File: src/rtl/ad_da_sample_sequencer.sv
// ad_da_sample_sequencer: periodic AD7606 conversion scheduler that forwards one
// selected channel, converted to offset binary, to the DAC writer over req/ack.
module ad_da_sample_sequencer #(
  parameter int unsigned SAMPLE_DIV = 1000,
  parameter int unsigned TIMEOUT    = 4095,
  parameter int unsigned NUM_CH     = 8
) (
  input  logic        clk,
  input  logic        rst,
  input  logic        enable,
  input  logic [2:0]  ch_sel,
  input  logic        clear_err,
  output logic        ad_start,
  input  logic        ad_valid,
  input  logic [2:0]  ad_ch,
  input  logic [15:0] ad_word,
  input  logic        ad_done,
  output logic        da_req,
  output logic [15:0] da_data,
  input  logic        da_ack,
  output logic        busy,
  output logic        overrun,
  output logic        timeout_err,
  output logic        miss_err,
  output logic [31:0] sample_cnt
);

  localparam int unsigned DIV_W = (SAMPLE_DIV > 1) ? $clog2(SAMPLE_DIV) : 1;
  localparam int unsigned TMO_W = $clog2(TIMEOUT + 1);

  typedef enum logic [1:0] {
    IDLE      = 2'd0,
    START     = 2'd1,
    WAIT_DATA = 2'd2,
    DA_REQ    = 2'd3
  } state_t;

  state_t             state;
  logic [DIV_W-1:0]   div_cnt;
  logic [TMO_W-1:0]   tmo_cnt;
  logic [2:0]         ch_lat;
  logic               cap;

  logic               tick_c;
  logic               match_c;
  logic               set_ovr_c;
  logic               set_miss_c;
  logic               set_tmo_c;

  // Sample tick and event decode shared by the FSM and the status flags
  assign tick_c     = enable && (div_cnt == DIV_W'(SAMPLE_DIV - 1));
  assign match_c    = ad_valid && (ad_ch == ch_lat) && (32'(ad_ch) < NUM_CH);
  assign set_ovr_c  = tick_c && (state != IDLE);
  assign set_miss_c = (state == WAIT_DATA) && ad_done && !(cap || match_c);
  assign set_tmo_c  = (state == WAIT_DATA) && !ad_done &&
                      (tmo_cnt == TMO_W'(TIMEOUT - 1));

  // Sample-period divider; disabled means parked at zero
  always_ff @(posedge clk) begin
    if (rst || !enable) begin
      div_cnt <= '0;
    end else if (tick_c) begin
      div_cnt <= '0;
    end else begin
      div_cnt <= div_cnt + 1'b1;
    end
  end

  // Transaction FSM with registered handshake outputs
  always_ff @(posedge clk) begin
    if (rst) begin
      state      <= IDLE;
      ad_start   <= 1'b0;
      da_req     <= 1'b0;
      da_data    <= 16'h0000;
      busy       <= 1'b0;
      sample_cnt <= 32'd0;
      tmo_cnt    <= '0;
      ch_lat     <= 3'd0;
      cap        <= 1'b0;
    end else begin
      ad_start <= 1'b0;
      case (state)
        IDLE: begin
          if (tick_c) begin
            ch_lat   <= ch_sel;
            cap      <= 1'b0;
            ad_start <= 1'b1;
            busy     <= 1'b1;
            state    <= START;
          end
        end
        START: begin
          tmo_cnt <= '0;
          state   <= WAIT_DATA;
        end
        WAIT_DATA: begin
          tmo_cnt <= tmo_cnt + 1'b1;
          if (match_c) begin
            da_data <= ad_word ^ 16'h8000;
            cap     <= 1'b1;
          end
          // ad_done takes priority over an expiring timeout
          if (ad_done) begin
            if (cap || match_c) begin
              da_req <= 1'b1;
              state  <= DA_REQ;
            end else begin
              busy  <= 1'b0;
              state <= IDLE;
            end
          end else if (set_tmo_c) begin
            busy  <= 1'b0;
            state <= IDLE;
          end
        end
        DA_REQ: begin
          if (da_ack) begin
            da_req     <= 1'b0;
            sample_cnt <= sample_cnt + 32'd1;
            busy       <= 1'b0;
            state      <= IDLE;
          end
        end
        default: begin
          da_req <= 1'b0;
          busy   <= 1'b0;
          state  <= IDLE;
        end
      endcase
    end
  end

  // Sticky status flags; a set in the same cycle as clear_err wins
  always_ff @(posedge clk) begin
    if (rst) begin
      overrun     <= 1'b0;
      timeout_err <= 1'b0;
      miss_err    <= 1'b0;
    end else begin
      if (clear_err) begin
        overrun     <= 1'b0;
        timeout_err <= 1'b0;
        miss_err    <= 1'b0;
      end
      if (set_ovr_c)  overrun     <= 1'b1;
      if (set_tmo_c)  timeout_err <= 1'b1;
      if (set_miss_c) miss_err    <= 1'b1;
    end
  end

endmodule
File: config.mk
export PLATFORM = sky130hd
export DESIGN_NAME = ad_da_sample_sequencer
export DESIGN_NICKNAME = d
export VERILOG_FILES = /design/src/rtl/ad_da_sample_sequencer.sv
export SDC_FILE = /design/constraint.sdc
export NUM_CORES = 1
export LEC_CHECK = 0
export CORE_ASPECT_RATIO = 1.4
export CORE_MARGIN = 4
export CORE_UTILIZATION = 45
export CTS_CLUSTER_DIAMETER = 40
export DETAILED_ROUTE_END_ITERATION = 10
export PLACE_DENSITY = 0.77
export SETUP_SLACK_MARGIN = 0.05
export SLEW_MARGIN = 10
export SYNTH_ARGS = -nofsm -noshare
export SYNTH_HDL_FRONTEND = slang
export SYNTH_SLANG_ARGS = --single-unit
File: constraint.sdc
create_clock -name clk -period 2.8 [get_ports clk]
set_input_delay 0.56 -clock clk [delete_from_list [all_inputs] [get_ports clk]]
set_output_delay 0.56 -clock clk [all_outputs]
set_load 0.03 [all_outputs]
* Word level (Yosys, flattened, before mapping)
Index checks and enable logic that the tools add are counted. Widths: inputs -> output; s select.
Storage, ports and cells: register bits after elaboration 82, word-level logic and storage cells 85, bits of input ports 29
Operators by class: equal/unequal tests 13, bitwise logic cells 2, add/sub/neg operators 3, reductions and logical operators 30, mux-type cells 24
Operators by type and width (number):
- $add 32x1->32 const B | 1
- $pmux 12 s2 | 1
- $mux 1 | 14
- $reduce_bool 2->1 | 7
- $add 12x1->12 const B | 1
- $eq 12x12->1 const B | 1
- $add 10x1->10 const B | 1
- $eq 10x10->1 const B | 1
- $mux 2 | 5
- $ne 2x2->1 const B | 4
- $pmux 2 s4 | 1
- $logic_and 1x1->1 | 7
- $ne 3x3->1 const B | 2
- $reduce_and 2->1 | 3
- $reduce_and 3->1 | 2
- $reduce_and 5->1 | 1
- $eq 2x2->1 const B | 2
- $pmux 1 s2 | 2
- $reduce_and 4->1 | 1
- $reduce_or 2->1 | 2
- $eq 3x3->1 | 1
- $logic_not 1->1 | 3
- $pmux 1 s3 | 1
- $reduce_bool 3->1 | 1
- 5 further kinds | 7

* Logic depth before layout (Yosys ltp)
Gate-level depths: netlist (run 1).
depth after elaboration 6, depth in mapped cells 8

* Worst setup path after synthesis (run 1)
No wires, ideal clock.
kind register to register, from register sample_cnt[0], to register sample_cnt[28], data arrival time 2.116 ns, path buffers 0, slack 0.563 ns, required time 2.679 ns, clock period less this slack 2.237 ns, cell stages (with the launch flop) 7, path through dfxtp_1 -> ha_1 -> nand3_1 -> nor4_2 -> and4_1 -> nand3_1 -> mux2_2
Between the ends: cells in the longest elaborated chain, start to end 1
Ends and longest elaborated chain:
- start, declared | line 25 | output logic [31:0] sample_cnt
- start signal, assigned | line 120 | sample_cnt <= sample_cnt + 32'd1;
- $add 32x1->32 | line 120
No other way between the ends. A chain may end at the register's enable or synchronous reset.

* Worst setup path in the final report (run 1)
from input port enable, to register busy
Between the ends: cells in the longest elaborated chain, start to end 3
Ends and longest elaborated chain:
- start, declared | line 10 | input logic enable,
- $logic_and 1x1->1 | line 51 | assign tick_c = enable && (div_cnt == DIV_W'(SAMPLE_DIV - 1));
- $ne 2x2->1 (no source line)
- $reduce_and 5->1 (no source line)
- end signal, assigned | line 76 | busy <= 1'b0;
- end signal, assigned | line 89 | busy <= 1'b1;
- end signal, assigned | line 109 | busy <= 1'b0;
- end, declared | line 21 | output logic busy,
No other way between the ends.

==> flow_summary.json, run 1 <==
{
  "status": "complete, no violations",
  "end_kind": "register",
  "syn2layout_area_growth_pct": 32.6,
  "diodes": 0,
  "antenna_found_initial": 0,
  "drive_gt1_share_pct": 6.34,
  "path_clk_slew_ps": 80,
  "path_class": "in -> reg",
  "arrival_ps": 2630,
  "cts_buffers": 9,
  "min_period_ps": 2390,
  "clk_latency_ps": 350,
  "power.density_nw_per_um2": 486,
  "hpwlAfterDp_um": 5800,
  "async_flop_share_pct": 0,
  "hp-class": "reg -> reg",
  "synth_nets": 435,
  "final_common_cell": "dfxtp_1",
  "wl_per_cell_um": 13.3,
  "final_cell_mix": "dfxtp_1 (82), clkdlybuf4s50_1 (81), nor2_1 (79)",
  "nNetsFinal": 522,
  "core_area_um2": 7500,
  "grt_pass1_wl_um": 12700,
  "cts_sinks": 82,
  "tightest_slew_ps": 639,
  "synth_edf_count": 0,
  "placedCellCount": 570,
  "avgSynthCellArea_um2": 8.88,
  "fmax_mhz": 418,
  "ys.flop_type": "dfxtp_1",
  "rsz0062_at_grt": "no",
  "gr-total-overflow": 0,
  "setup_viol": 0,
  "h-tree-depth": 3,
  "io_pins": 83,
  "vias": 2993,
  "setup-tns-final_ps": 0,
  "fp-row-count": 37,
  "post_cts_buffers": 0,
  "fillers": 645,
  "cts_tree": "yes",
  "crit_path_start_kind": "primary input",
  "ys_types": 35,
  "layout.cells.non_filler": 586,
  "slew_viol_final": 0,
  "grt_max_degree": 36,
  "finalHoldViolCount": 0,
  "synth_cells": 397,
  "worstPathMaxFanout": 5,
  "ys_ff_latch": 82,
  "start_util_pct": 47.0,
  "first_global_vias": 2772,
  "fp.dieArea_um2": 9330,
  "power.total_mw": 2.27,
  "p_leak_nw": 1.79,
  "clock_skew_ps": 11.9,
  "relSlewSlack_pct": 57.4,
  "synth_warnings": 0,
  "first_iter_violations": 84,
  "maxCapViolCount": 0,
  "post_cts_resize_count": 0,
  "holdBufCountCts": 0,
  "clock_path_buffers": 2,
  "max_stage_delay_ps": 530,
  "cts_root_buffer": "clkbuf_8",
  "vias_per_cell": 5.11,
  "required_ps": 3040,
  "crit_chain": "clkdlybuf4s50_1 -> nand4b_1 -> or4b_1 -> a221o_1 -> nor3_1 -> mux2_2",
  "io_buffer_count": 82,
  "ant_nets": 0,
  "vdd_ir_drop_max_mv": 0.312,
  "routabilityCongestion": 0.824,
  "die_y_um": 113,
  "yosysSeqAreaShare_pct": 46.6,
  "wirelength_um": 7770,
  "track_usage_pct": 17.2,
  "drtPass1Iterations": 5,
  "period_share_pct": 85.4,
  "die_w_um": 82.8,
  "crit_slowest_cell": "or4b_1",
  "netlist_area_um2": 3520,
  "route.detailed.drc": 0
}
## synth_stat cells, types with 2 or more instances
library cell / instances / share of area [%]
nor3_1: 5 / 0.71
nand2b_1: 2 / 0.35
nor2b_1: 6 / 1.1
a211oi_1: 2 / 0.43
or2_2: 3 / 0.53
xor2_1: 28 / 7.0
nand4_1: 15 / 2.7
mux2i_1: 18 / 5.1
xnor2_1: 14 / 3.5
nand3_1: 21 / 3.0
inv_1: 12 / 1.3
nor2_1: 79 / 8.4
nand2_1: 27 / 2.9
ha_1: 9 / 3.2
o21ai_0: 10 / 1.4
or4_1: 3 / 0.64
and3_1: 6 / 1.1
buf_2: 2 / 0.28
and4_1: 4 / 0.99
clkbuf_1: 10 / 1.1
a21oi_1: 15 / 2.1
or3_1: 8 / 1.4
and2_1: 2 / 0.35
a21o_1: 2 / 0.43
dfxtp_1: 82 / 47
mux2_2: 3 / 0.96
## sequential cells by signal, indices dropped and copies added (netlist names)
signal	flops
sample_cnt	32
da_data	16
tmo_cnt	12
div_cnt	10
ch_lat	3
state	2
ad_start	1
busy	1
cap	1
da_req	1
miss_err	1
overrun	1
timeout_err	1
## cell type report
cell class                 instances  area, um^2  share of cell area [%]
multi-input combinational        291        1790                    38.3
timing repair buffer              88         861                    18.4
clock buffer                      11         151                    3.24
sequential                        82        1640                    35.1
inverter                          12        45.0                   0.964
tap                               97         121                    2.60
clock inverter                     5        61.3                    1.31
## logic make-up (layout without fill, tap and decap cells)
family | Yosys count | in the layout | share of synthesized area [%]
muxes | 21 | 21 | 6.07
adders and majority gates | 9 | 9 | 3.19
DFF | 82 | 82 | 46.6
AOI/OAI and AO/OA | 32 | 32 | 5.08
xor gates and xnor gates | 42 | 42 | 10.4
buffers and inverters | 24 | 116 | 2.63
and+or+nand+nor | 187 | 187 | 26.0
## per-layer routing
layer	up-vias	global-route usage, %	wire length [um]
met4	0	7.09	133
li1	1519	-	-
met3	12	3.18	330
met2	75	29.4	4070
met5	-	0	0
met1	1387	20.6	3240
## per-stage QoR
step | util [%] | cell area, um^2 | worst slack (ps) | hold slack, ps
after floorplan | - | 3520 | 563 | 426
after global placement | 59.5 | 4460 | 119 | 435
after detailed placement | 59.5 | 4460 | 66.8 | 447
after CTS | 62.3 | 4670 | 440 | 466
after global routing | 62.3 | 4670 | 349 | 490
final | 62.3 | 4670 | 408 | 458
## critical path: cells and delay by family
family	cells	cell delay (ps)
AO/OA/AOI/OAI	1	430
buffers and inverters	1	480
AND/OR/NAND/NOR	3	810
multiplexers	1	350
## where the power goes
| group | switching (mW) | internal, mW | total [mW] |
|---|---|---|---|
| sequential | 0.00985 | 1.18 | 1.19 |
| combinational | 0.101 | 0.0862 | 0.187 |
| clock | 0.429 | 0.464 | 0.893 |
## worst paths after layout
path	start	end	slack, ps	cells after the start
min reg2reg	div_cnt[0]	div_cnt[0]	460	1
min	div_cnt[0]	div_cnt[0]	460	1
max	enable	busy	410	6
max reg2reg	div_cnt[5]	busy	600	5
(Power assumes the default switching activity.)
==> inputs of run 2 (changes only) <==
REMOVE_ABC_BUFFERS = 1   (was unset)
==> flow_summary.json, run 2 (synthesized netlist as in run 1, its figures left out) <==
{
  "drive_gt1_share_pct": 5.74,
  "hp-class": "reg -> reg",
  "final_cell_mix": "dfxtp_1 (82), clkdlybuf4s50_1 (81), nor2_1 (79)",
  "io_pins": 83,
  "rsz0062_at_grt": "no",
  "min_period_ps": 2390,
  "die_y_um": 113,
  "grt_util_met3_pct": 4.06,
  "cts_root_buffer": "clkbuf_8",
  "clk_latency_ps": 340,
  "final_common_cell": "dfxtp_1",
  "gr-total-overflow": 0,
  "ant_nets": 0,
  "p_leak_nw": 1.77,
  "clock_skew_ps": 9.89,
  "h-tree-depth": 3,
  "crit_family": "simple AND/OR/NAND/NOR gates",
  "nNetsFinal": 521,
  "start_util_pct": 47.0,
  "p_clk_share_pct": 34.7,
  "worstPathMaxFanout": 5,
  "syn2layout_area_growth_pct": 30.9,
  "wl_per_cell_um": 13.4,
  "crit_path_start_kind": "primary input",
  "core_area_um2": 7500,
  "vias": 2980,
  "vias_per_cell": 5.09,
  "final_area_um2": 4610,
  "p_sw_share_pct": 24.8,
  "crit_slowest_cell": "or4b_1",
  "post_cts_resize_count": 0,
  "max_stage_delay_ps": 510,
  "tightest_slew_ps": 856,
  "met2_usage_pct": 30.7,
  "p_int_mw": 1.58,
  "largest_register_ffs": 32,
  "track_usage_pct": 17.5,
  "drtPass1Iterations": 5,
  "power.density_nw_per_um2": 456,
  "arrival_ps": 2620,
  "holdBufCountCts": 0,
  "grt_pass1_wl_um": 12900,
  "final_util_pct": 61.5,
  "hpwlAfterDp_um": 5900,
  "fp.dieArea_um2": 9330,
  "reg.largest.list": "sample_cnt: 32 flops, da_data: 16 flops, tmo_cnt: 12 flops",
  "io_buffer_count": 82,
  "crit_buf_inv": 1,
  "crit_chain": "clkdlybuf4s50_1 -> nand4b_1 -> or4b_1 -> a221o_1 -> nor3_1 -> mux2_2",
  "diodes": 0,
  "first_global_vias": 2856,
  "routabilityCongestion": 0.850,
  "cts_buffers": 9,
  "die_w_um": 82.8,
  "grt_max_degree": 49,
  "use_met1_pct": 20.6,
  "first_iter_violations": 86,
  "combPwrFrac_pct": 8.8,
  "path_clk_slew_ps": 80,
  "power_frac_seq_pct": 56.4,
  "required_ps": 3030,
  "regMostFlops": "sample_cnt",
  "route.detailed.drc": 0,
  "place_area_um2": 4450,
  "wirelength_um": 7810,
  "fmax_mhz": 418,
  "end_kind": "register",
  "antenna_found_initial": 0,
  "vdd_ir_drop_max_mv": 0.304,
  "p_switching_mw": 0.522,
  "status": "complete, no violations",
  "fp-row-count": 37,
  "slew_viol_final": 0,
  "fillers": 664,
  "finalHoldWorstSlack_ps": 469,
  "cts_sinks": 82,
  "maxCapViolCount": 0,
  "setup_viol": 0,
  "setup-tns-final_ps": 0,
  "finalHoldViolCount": 0,
  "clock_path_buffers": 2,
  "relSlewSlack_pct": 43.0,
  "path_class": "in -> reg",
  "grt-busiest-layer": "met2",
  "post_cts_buffers": 0,
  "cts_tree": "yes",
  "period_share_pct": 85.4
}
-- run 2: per-stage QoR --
stage	total power [mW]	setup slack [ps]	cells
final	2.11	408	585
after global routing	2.20	380	585
after CTS	2.13	425	585
after detailed placement	1.40	79.2	569
after global placement	1.40	104	569
after floorplan	1.31	563	385
-- run 2: layout make-up --
cell class              count  area, um^2  area share, %
clock inverters             5        31.3          0.678
flip-flops and latches     82        1640           35.6
multi-input cells         291        1790           38.8
well taps                  97         121           2.63
repair buffers             87         853           18.5
clock buffers              11         131           2.85
inverters                  12        45.0          0.976
-- run 2: power groups by stage --
stage | clock network, mW | logic [mW] | registers, mW
2_1_floorplan | 0 | 0.0823 | 1.23
3_3_place_gp | 0 | 0.181 | 1.22
3_5_place_dp | 0 | 0.187 | 1.22
4_1_cts | 0.748 | 0.188 | 1.19
5_1_grt | 0.802 | 0.204 | 1.19
6_report | 0.732 | 0.186 | 1.19
-- run 2: final timing paths --
kind         slack [ps]  cells past startpoint          to  startpoint
max                 410                      6        busy      enable
max reg2reg         590                      6        busy  tmo_cnt[1]
min                 470                      1  div_cnt[0]  div_cnt[0]
min reg2reg         470                      1  div_cnt[0]  div_cnt[0]
-- run 2: worst reg2reg max path, stage by stage, from the launching register on --
cell     delay, ps
dfxtp_1        440
ha_1           190
nand4_1        110
or4_1          430
a221o_1        390
nor3_1         180
mux2_2         350
-- run 2: metal layers --
metal | up-vias | part of all wire (%)
met5 | - | 0
met4 | 0 | 0.90
met3 | 6 | 5.1
met2 | 67 | 52
met1 | 1395 | 42
li1 | 1512 | -
==> inputs of run 3 (changes only) <==
CAP_MARGIN = 10   (was unset)
PLACE_DENSITY = 0.75   (was 0.77)
SLEW_MARGIN = unset   (was 10)
==> flow_summary.json, run 3 (synthesized netlist as in run 1, its figures left out) <==
{
  "power.total_mw": 2.22,
  "first_global_vias": 2899,
  "vias": 3039,
  "h-tree-depth": 3,
  "final_cell_mix": "dfxtp_1 (82), clkdlybuf4s50_1 (81), nor2_1 (79)",
  "cts_root_buffer": "clkbuf_8",
  "period_share_pct": 84.9,
  "first_iter_violations": 130,
  "vias_per_cell": 5.18,
  "hpwlAfterDp_um": 5810,
  "die_y_um": 113,
  "layout.cells.non_filler": 587,
  "path_class": "in -> reg",
  "drive_gt1_share_pct": 6.12,
  "largest_register_ffs": 32,
  "place_ws_ps": 48.1,
  "p_leak_nw": 1.80,
  "fillers": 663,
  "relSlewSlack_pct": 48.3,
  "register_area_um2": 1640,
  "io_buffer_count": 82,
  "finalHoldWorstSlack_ps": 460,
  "post_cts_buffers": 0,
  "clock_skew_ps": 7.28,
  "maxCapViolCount": 0,
  "cts_buffers": 9,
  "wl_per_cell_um": 13.2,
  "cts_tree": "yes",
  "route.detailed.drc": 0,
  "status": "complete, no violations",
  "setup-tns-final_ps": 0,
  "path_clk_slew_ps": 80,
  "syn2layout_area_growth_pct": 32.3,
  "gr-total-overflow": 0,
  "tightest_slew_ps": 775,
  "crit_path_start_kind": "primary input",
  "reg.largest.list": "sample_cnt: 32 flops, da_data: 16 flops, tmo_cnt: 12 flops",
  "final_common_cell": "dfxtp_1",
  "start_util_pct": 47.0,
  "cts_sinks": 82,
  "slew_viol_final": 0,
  "arrival_ps": 2620,
  "holdBufCountCts": 0,
  "finalHoldViolCount": 0,
  "fp-row-count": 37,
  "setup_viol": 0,
  "grt_max_degree": 42,
  "hp-class": "reg -> reg",
  "grt_pass1_wl_um": 12800,
  "nNetsFinal": 523,
  "track_usage_pct": 17.2,
  "post_cts_resize_count": 0,
  "multiInputGateArea_um2": 1790,
  "min_period_ps": 2380,
  "power.density_nw_per_um2": 475,
  "vdd_ir_drop_max_mv": 0.269,
  "end_kind": "register",
  "placedCellCount": 571,
  "io_pins": 83,
  "worstPathMaxFanout": 5,
  "clock_path_buffers": 2,
  "core_area_um2": 7500,
  "ant_nets": 0,
  "wirelength_um": 7730,
  "fin_ws_ps": 422,
  "final_area_um2": 4660,
  "die_w_um": 82.8,
  "rsz0062_at_grt": "no",
  "fp.dieArea_um2": 9330,
  "diodes": 0,
  "antenna_found_initial": 0,
  "final_util_pct": 62.2,
  "required_ps": 3040,
  "clk_latency_ps": 340,
  "place_area_um2": 4470,
  "routabilityCongestion": 0.839,
  "regMostFlops": "sample_cnt",
  "fmax_mhz": 420,
  "drtPass1Iterations": 4
}
-- run 3: cell count changes in the layout (fill, tap and decap cells not counted) --
cell	change
bufinv_16	+1
clkbuf_8	+1
buf_4	+2
clkinv_2	-2
-- run 3: layout make-up --
| class | count | area share, % |
|---|---|---|
| Sequential cell | 82 | 35.2 |
| Inverter | 12 | 0.966 |
| Clock buffer | 12 | 3.11 |
| Multi-Input combinational cell | 291 | 38.4 |
| Tap cell | 97 | 2.60 |
| Clock inverter | 4 | 1.10 |
| Timing Repair Buffer | 89 | 18.6 |
-- run 3: per-layer routing --
metal / wire length [um] / GRT usage, % / up-vias
met1: 3190 / 19.7 / 1430
met4: 138 / 6.54 / 0
li1: - / - / 1517
met3: 478 / 3.58 / 11
met5: 0 / 0 / -
met2: 3920 / 30.5 / 81
-- run 3: worst max-delay path, cell delays in order --
cell,delay [ps]
clkdlybuf4s50_1,480
nand4b_1,100
or4b_1,530
a221o_1,430
nor3_1,170
mux2_2,350
-- run 3: worst paths after layout --
check / start / end / slack [ps] / cells past startpoint
max reg2reg: state[1] / sample_cnt[31] / 610 / 6
min reg2reg: div_cnt[0] / div_cnt[0] / 460 / 1
min: div_cnt[0] / div_cnt[0] / 460 / 1
max: enable / busy / 420 / 6
-- run 3: where the power goes --
group | internal, mW | leakage [nW] | switching [mW] | total, mW
combinational | 0.0862 | 1.04 | 0.101 | 0.187
clock | 0.437 | 0.0966 | 0.402 | 0.840
sequential | 1.18 | 0.661 | 0.00930 | 1.19
total | 1.70 | 1.80 | 0.513 | 2.22
